## config.mk

```make
export PLATFORM = sky130hd
export DESIGN_NAME = imem_program_loader
export DESIGN_NICKNAME = d
export VERILOG_FILES = /design/src/rtl/mips_pkg.sv /design/src/rtl/instr_encode.sv /design/src/rtl/imem_program_loader.sv
export SDC_FILE = /design/constraint.sdc
export NUM_CORES = 1
export LEC_CHECK = 0
export CORE_MARGIN = 3
export CORE_UTILIZATION = 46
export DETAILED_ROUTE_END_ITERATION = 6
export PLACE_DENSITY = 0.85
export SLEW_MARGIN = 20
export SYNTH_ARGS = -nofsm -noshare
export SYNTH_HDL_FRONTEND = slang
export SYNTH_SLANG_ARGS = --single-unit
```

## constraint.sdc

```tcl
create_clock -name i_clk -period 2.3 [get_ports i_clk]
set_input_delay 0.46 -clock i_clk [delete_from_list [all_inputs] [get_ports i_clk]]
set_output_delay 0.46 -clock i_clk [all_outputs]
set_load 0.05 [all_outputs]
```

## src/rtl/mips_pkg.sv

```systemverilog
// Shared MIPS encoding constants and loader types.
// The opcodes match the maindec decode map, including the sb/ble/li extensions.
package mips_pkg;

  localparam logic [5:0] OP_RTYPE = 6'b000000;
  localparam logic [5:0] OP_LW    = 6'b100011;
  localparam logic [5:0] OP_SW    = 6'b101011;
  localparam logic [5:0] OP_BEQ   = 6'b000100;
  localparam logic [5:0] OP_ADDI  = 6'b001000;
  localparam logic [5:0] OP_J     = 6'b000010;
  localparam logic [5:0] OP_SB    = 6'b101000;
  localparam logic [5:0] OP_BLE   = 6'b011111;
  localparam logic [5:0] OP_LI    = 6'b010001;

  localparam logic [5:0] FN_ADD = 6'b100000;
  localparam logic [5:0] FN_SUB = 6'b100010;
  localparam logic [5:0] FN_AND = 6'b100100;
  localparam logic [5:0] FN_OR  = 6'b100101;
  localparam logic [5:0] FN_SLT = 6'b101010;

  typedef enum logic [3:0] {
    K_ADD  = 4'd0,
    K_SUB  = 4'd1,
    K_AND  = 4'd2,
    K_OR   = 4'd3,
    K_SLT  = 4'd4,
    K_LW   = 4'd5,
    K_SW   = 4'd6,
    K_BEQ  = 4'd7,
    K_ADDI = 4'd8,
    K_J    = 4'd9,
    K_SB   = 4'd10,
    K_BLE  = 4'd11,
    K_LI   = 4'd12
  } kind_e;

  typedef enum logic [1:0] {
    ST_LOAD  = 2'd0,
    ST_WRITE = 2'd1,
    ST_DONE  = 2'd2,
    ST_ERROR = 2'd3
  } loader_state_e;

  function automatic logic [31:0] enc_r(input logic [4:0] rs, input logic [4:0] rt,
                                        input logic [4:0] rd, input logic [5:0] funct);
    return {OP_RTYPE, rs, rt, rd, 5'd0, funct};
  endfunction

  function automatic logic [31:0] enc_i(input logic [5:0] op, input logic [4:0] rs,
                                        input logic [4:0] rt, input logic [15:0] imm);
    return {op, rs, rt, imm};
  endfunction

endpackage

```

## src/rtl/instr_encode.sv

```systemverilog
// Combinational encoder: symbolic request -> 32-bit MIPS word plus legal flag.
module instr_encode
  import mips_pkg::*;
(
  input  logic [3:0]  i_kind,
  input  logic [4:0]  i_rs,
  input  logic [4:0]  i_rt,
  input  logic [4:0]  i_rd,
  input  logic [25:0] i_imm,
  output logic [31:0] o_word,
  output logic        o_legal
);

  logic [15:0] w_imm16;

  assign w_imm16 = i_imm[15:0];

  always_comb begin
    o_word  = '0;
    o_legal = 1'b1;
    case (i_kind)
      K_ADD:   o_word = enc_r(i_rs, i_rt, i_rd, FN_ADD);
      K_SUB:   o_word = enc_r(i_rs, i_rt, i_rd, FN_SUB);
      K_AND:   o_word = enc_r(i_rs, i_rt, i_rd, FN_AND);
      K_OR:    o_word = enc_r(i_rs, i_rt, i_rd, FN_OR);
      K_SLT:   o_word = enc_r(i_rs, i_rt, i_rd, FN_SLT);
      K_LW:    o_word = enc_i(OP_LW,   i_rs, i_rt, w_imm16);
      K_SW:    o_word = enc_i(OP_SW,   i_rs, i_rt, w_imm16);
      K_BEQ:   o_word = enc_i(OP_BEQ,  i_rs, i_rt, w_imm16);
      K_ADDI:  o_word = enc_i(OP_ADDI, i_rs, i_rt, w_imm16);
      K_SB:    o_word = enc_i(OP_SB,   i_rs, i_rt, w_imm16);
      K_BLE:   o_word = enc_i(OP_BLE,  i_rs, i_rt, w_imm16);
      // li has no source register; rs is forced to zero
      K_LI:    o_word = enc_i(OP_LI,   5'd0, i_rt, w_imm16);
      K_J:     o_word = {OP_J, i_imm};
      default: o_legal = 1'b0;
    endcase
  end

endmodule

```

## src/rtl/imem_program_loader.sv

```systemverilog
// Loads encoded instructions into imem one word per two cycles and holds the
// CPU in reset until the final instruction has been written.
module imem_program_loader
  import mips_pkg::*;
#(
  parameter int ADDR_W    = 6,
  parameter int BASE_ADDR = 0
) (
  input  logic              i_clk,
  input  logic              i_rst,
  input  logic              i_in_valid,
  output logic              o_in_ready,
  input  logic [3:0]        i_in_kind,
  input  logic [4:0]        i_in_rs,
  input  logic [4:0]        i_in_rt,
  input  logic [4:0]        i_in_rd,
  input  logic [25:0]       i_in_imm,
  input  logic              i_in_last,
  output logic              o_imem_we,
  output logic [ADDR_W-1:0] o_imem_addr,
  output logic [31:0]       o_imem_wd,
  output logic              o_cpu_hold,
  output logic              o_err,
  output logic [ADDR_W:0]   o_count
);

  localparam int CNT_W = ADDR_W + 1;

  loader_state_e     r_state;
  loader_state_e     w_state_nxt;
  logic [ADDR_W-1:0] r_addr;
  logic [31:0]       r_wd;
  logic              r_last;
  logic              r_armed;
  logic [CNT_W-1:0]  r_count;
  logic [31:0]       w_word;
  logic              w_legal;
  logic              w_accept;

  instr_encode u_encode (
    .i_kind  (i_in_kind),
    .i_rs    (i_in_rs),
    .i_rt    (i_in_rt),
    .i_rd    (i_in_rd),
    .i_imm   (i_in_imm),
    .o_word  (w_word),
    .o_legal (w_legal)
  );

  always_ff @(posedge i_clk or posedge i_rst) begin
    if (i_rst) begin
      r_state <= ST_LOAD;
      r_armed <= 1'b0;
    end else begin
      r_state <= w_state_nxt;
      r_armed <= 1'b1;
    end
  end

  // r_armed keeps ready low while reset is asserted and for the first edge after it
  always_comb begin
    w_state_nxt = r_state;
    w_accept    = 1'b0;
    o_in_ready  = 1'b0;
    o_imem_we   = 1'b0;
    o_cpu_hold  = 1'b1;
    o_err       = 1'b0;
    case (r_state)
      ST_LOAD: begin
        o_in_ready = r_armed;
        if (i_in_valid && r_armed) begin
          w_accept    = w_legal;
          w_state_nxt = w_legal ? ST_WRITE : ST_ERROR;
        end
      end
      ST_WRITE: begin
        o_imem_we = 1'b1;
        if (r_last) begin
          w_state_nxt = ST_DONE;
        end else if (r_addr == {ADDR_W{1'b1}}) begin
          w_state_nxt = ST_ERROR;
        end else begin
          w_state_nxt = ST_LOAD;
        end
      end
      ST_DONE: begin
        o_cpu_hold = 1'b0;
      end
      ST_ERROR: begin
        o_err = 1'b1;
      end
      default: begin
        w_state_nxt = ST_ERROR;
      end
    endcase
  end

  always_ff @(posedge i_clk or posedge i_rst) begin
    if (i_rst) begin
      r_addr  <= ADDR_W'(BASE_ADDR);
      r_wd    <= '0;
      r_last  <= 1'b0;
      r_count <= '0;
    end else begin
      if (w_accept) begin
        r_wd   <= w_word;
        r_last <= i_in_last;
      end
      // overflow wraps the address to zero; it is never used again from ERROR
      if (r_state == ST_WRITE) begin
        r_addr  <= r_addr + ADDR_W'(1);
        r_count <= r_count + CNT_W'(1);
      end
    end
  end

  assign o_imem_addr = r_addr;
  assign o_imem_wd   = r_wd;
  assign o_count     = r_count;

endmodule

```

==> key figures <==
Run status
  • Status: complete, no violations

Floorplanning
  • Starting Density: between 40% and 50%
  • Total die area: 6060 µm²
  • Rows: 25
  • Die H: 77.8 µm
  • Io pins: slightly below 100
  • Die width: approximately 78 µm
  • Core footprint: ~4800 µm²

Worst setup path
  • Critical Path AT: 1740 ps
  • Kind of critical path: register to output port
  • Reg2Reg Setup Slack: between 600 and 700 ps
  • Type of origin of the critical path: register
  • CP max FO: 8
  • Critical Path End Type: output port
  • Worst R2R Start: r_state[1]
  • Worst EP required: between 1500 and 2000 ps
  • Crit path from: r_state[1]

Min path
  • Hold Path Origin: o_count[6]
  • Worst Hold Class: register to register

Routing
  • DR WL/cell: approximately 16 µm
  • Max layer used: met4
  • Drc violations: 0
  • Iter 0 DRT Violations: approximately 140
  • Routed WL: between 6 and 7 mm
  • DRT antenna net count: 0
  • Met2 Routed Length: 2.97 mm
  • M1 WL: ~2.7 mm
  • Vias: approximately 2200
  • Vias per cell: 5.44
  • DR WL met3: 384 µm
  • DRT Pass-1 Iters: 4

Timing
  • Least-Margin Pin Slew: a little under 700 ps
  • RSZ-0062 raised after global routing: no
  • Max-slew violations: 0
  • Fin. Hold Viols: 0
  • Fin crit period: ~2200 ps
  • Worst-case clock skew: between 9 and 10 ps
  • Fin Setup TNS: 0 ps
  • Max-slew headroom: a little over half
  • Fmax: about 450 MHz
  • Worst setup margin: slightly below 100 ps
  • Finish-stage setup viols: 0
  • Final Cycle Share: between 90 and 100%

Power
  • Pwr dens: ~430 nW/µm²
  • Leakage power: around 0.0015 µW
  • Power share of the combinational group: 11.4%
  • Switching part of the total: between 20% and 30%
  • P_sw: roughly 360 µW
  • VDD IR max: between 0.2 and 0.25 mV
  • Clock share of power: approximately 33%
  • Int Power: between 1000 and 1500 µW
  • Seq pwr share: between 50% and 60%

Synthesis
  • Seq/Total Area, Yosys: about 52%
  • Top area cells in the synthesized netlist: dfrtp_1 52%, nand2_1 4.0%, nor2_1 3.2%, a221o_1 3.0%, o21ai_0 3.0%
  • Mean Syn Cell Area: around 10 µm²
  • Cell area after synthesis: around 2400 µm²
  • Library cells used by synthesis: 44
  • Synth async-reset ratio: 100%
  • Syn Inst Count: between 200 and 250
  • Syn nets: about 280
  • Synth cell count leaders: 49 x dfrtp_1, 25 x nand2_1, 20 x nor2_1
  • Synth Register Bits: just under 50
  • Ys Warns: 0
  • Post-synth EDFFs: 0
  • Post-synth top area share: around 52%
  • Ys flop type: dfrtp_1
  • Count leader, synth: dfrtp_1
  • Cell type with the largest total area after synthesis: dfrtp_1

Placement
  • Placed cell area: approximately 3500 µm²
  • DP Wirelength: 4.73 mm
  • Buffers on Ports: between 90 and 100
  • GP Congestion: 0.870
  • Pre-CTS WS: about 140 ps

Job
  • Max Cap Viol: 0

Global routing
  • Largest net degree at the start of global routing: 31
  • Initial antenna violation count: 0
  • GRT overflow: 0
  • Vias in the first global route: around 2100
  • First-pass GRT wire length: approximately 10 mm
  • GRT Util Overall: a little over a fifth

Clock tree
  • Post-CTS Setup Inserts: 0
  • # resized after CTS: 0
  • CTS H-tree depth: 2
  • CTS tree: built
  • Hold-fix buffers at CTS: 0
  • TritonCTS Buffers: 5
  • Skew-Pair Late Insertion Delay: 300 ps
  • Root buffer cell: clkbuf_8
  • Worst-path clk slew: around 90 ps
  • CTS Buffer Depth: 2
  • Clk sink count: 49

Finish
  • Final Core Density: between 70% and 80%
  • Synthesis-to-layout area growth: 49.3%
  • Final #Nets: 380
  • Post-route cell area: around 3500 µm²
  • N_diodes: 0
  • Layout cells sized above 1: 9.39%
metal layers:
layer	vias to the layer above	GRT usage (%)
met5	-	0
met4	0	7.12
met3	8	4.87
met2	88	35.0
met1	1051	28.1
li1	1011	-
worst max-delay path: stages (launching register included):
cell,delay (ps)
dfrtp_1,480
and2_1,170
clkdlybuf4s50_1,800
cell usage in the layout (no fill, tap or decap), types with 2 or more instances in the layout:
master            n
and2_1            2
dfrtp_1          49
clkbuf_8          5
buf_4            11
or2_2             2
xnor2_1           8
clkbuf_1          2
clkdlybuf4s50_1  95
nand2_1          25
a221oi_1          5
xor2_1            6
nand3_1           3
nor3_1            3
o32ai_1           2
o21ai_0          14
o221ai_1          2
ha_1              2
nor3b_1           2
nor2_1           20
mux2i_1           5
o21a_1            2
a221o_1           7
nor2b_1           3
and3_1            5
mux2_2            3
buf_12            3
a22oi_1           2
a21oi_1          11
a22o_1            6
nand4_1           4
inv_1             3
o22ai_1           3
registers in the layout, summed over array words and instances (netlist names):
signal / flops
o_imem_wd: 32
o_imem_addr: 6
r_state: 2
r_armed: 1
r_last: 1
o_count: 7
kinds of logic after synthesis:
kind of cell	share of synthesized area (%)
DFF	51.7
other	0.158
xor gates and xnor gates	5.17
AOI/OAI and AO/OA	18.2
adders and majority gates	1.05
muxes	3.53
buffers and inverters	4.64
and+or+nand+nor	15.6
final cells by class:
cell class | count | area [µm²]
multi-input cells | 160 | 1040
flip-flops and latches | 49 | 1230
repair buffers | 109 | 1090
clock inverters | 1 | 7.51
well taps | 67 | 83.8
fillers | 373 | 1310
clock buffers | 7 | 76.3
inverters | 4 | 15.0
final timing paths:
kind                                       to  cells after the start
worst max register to register  o_imem_wd[15]                      5
max in group asynchronous          r_state[1]                      3
min in group asynchronous          o_count[6]                      2
worst min register to register     o_count[6]                      1
worst max-delay path                    o_err                      2
worst min-delay path               o_count[6]                      1
per-stage QoR:
stage / power (µW) / std cells / hold WS [ps]
2_1_floorplan: 947 / 228 / 462
3_3_place_gp: 1050 / 389 / 460
3_5_place_dp: 1060 / 389 / 462
4_1_cts: 1540 / 397 / 474
5_1_grt: 1590 / 397 / 507
6_report: 1540 / 397 / 475
power by group through the flow:
stage                     sequential (µW)  clock, µW  combinational (µW)
after global placement                879          0                 173
after floorplan                       879          0                68.1
after detailed placement              879          0                 176
final                                 862        499                 176
after global routing                  862        540                 191
after CTS                             862        504                 177
Note: power is estimated with default switching activity, not from simulation.
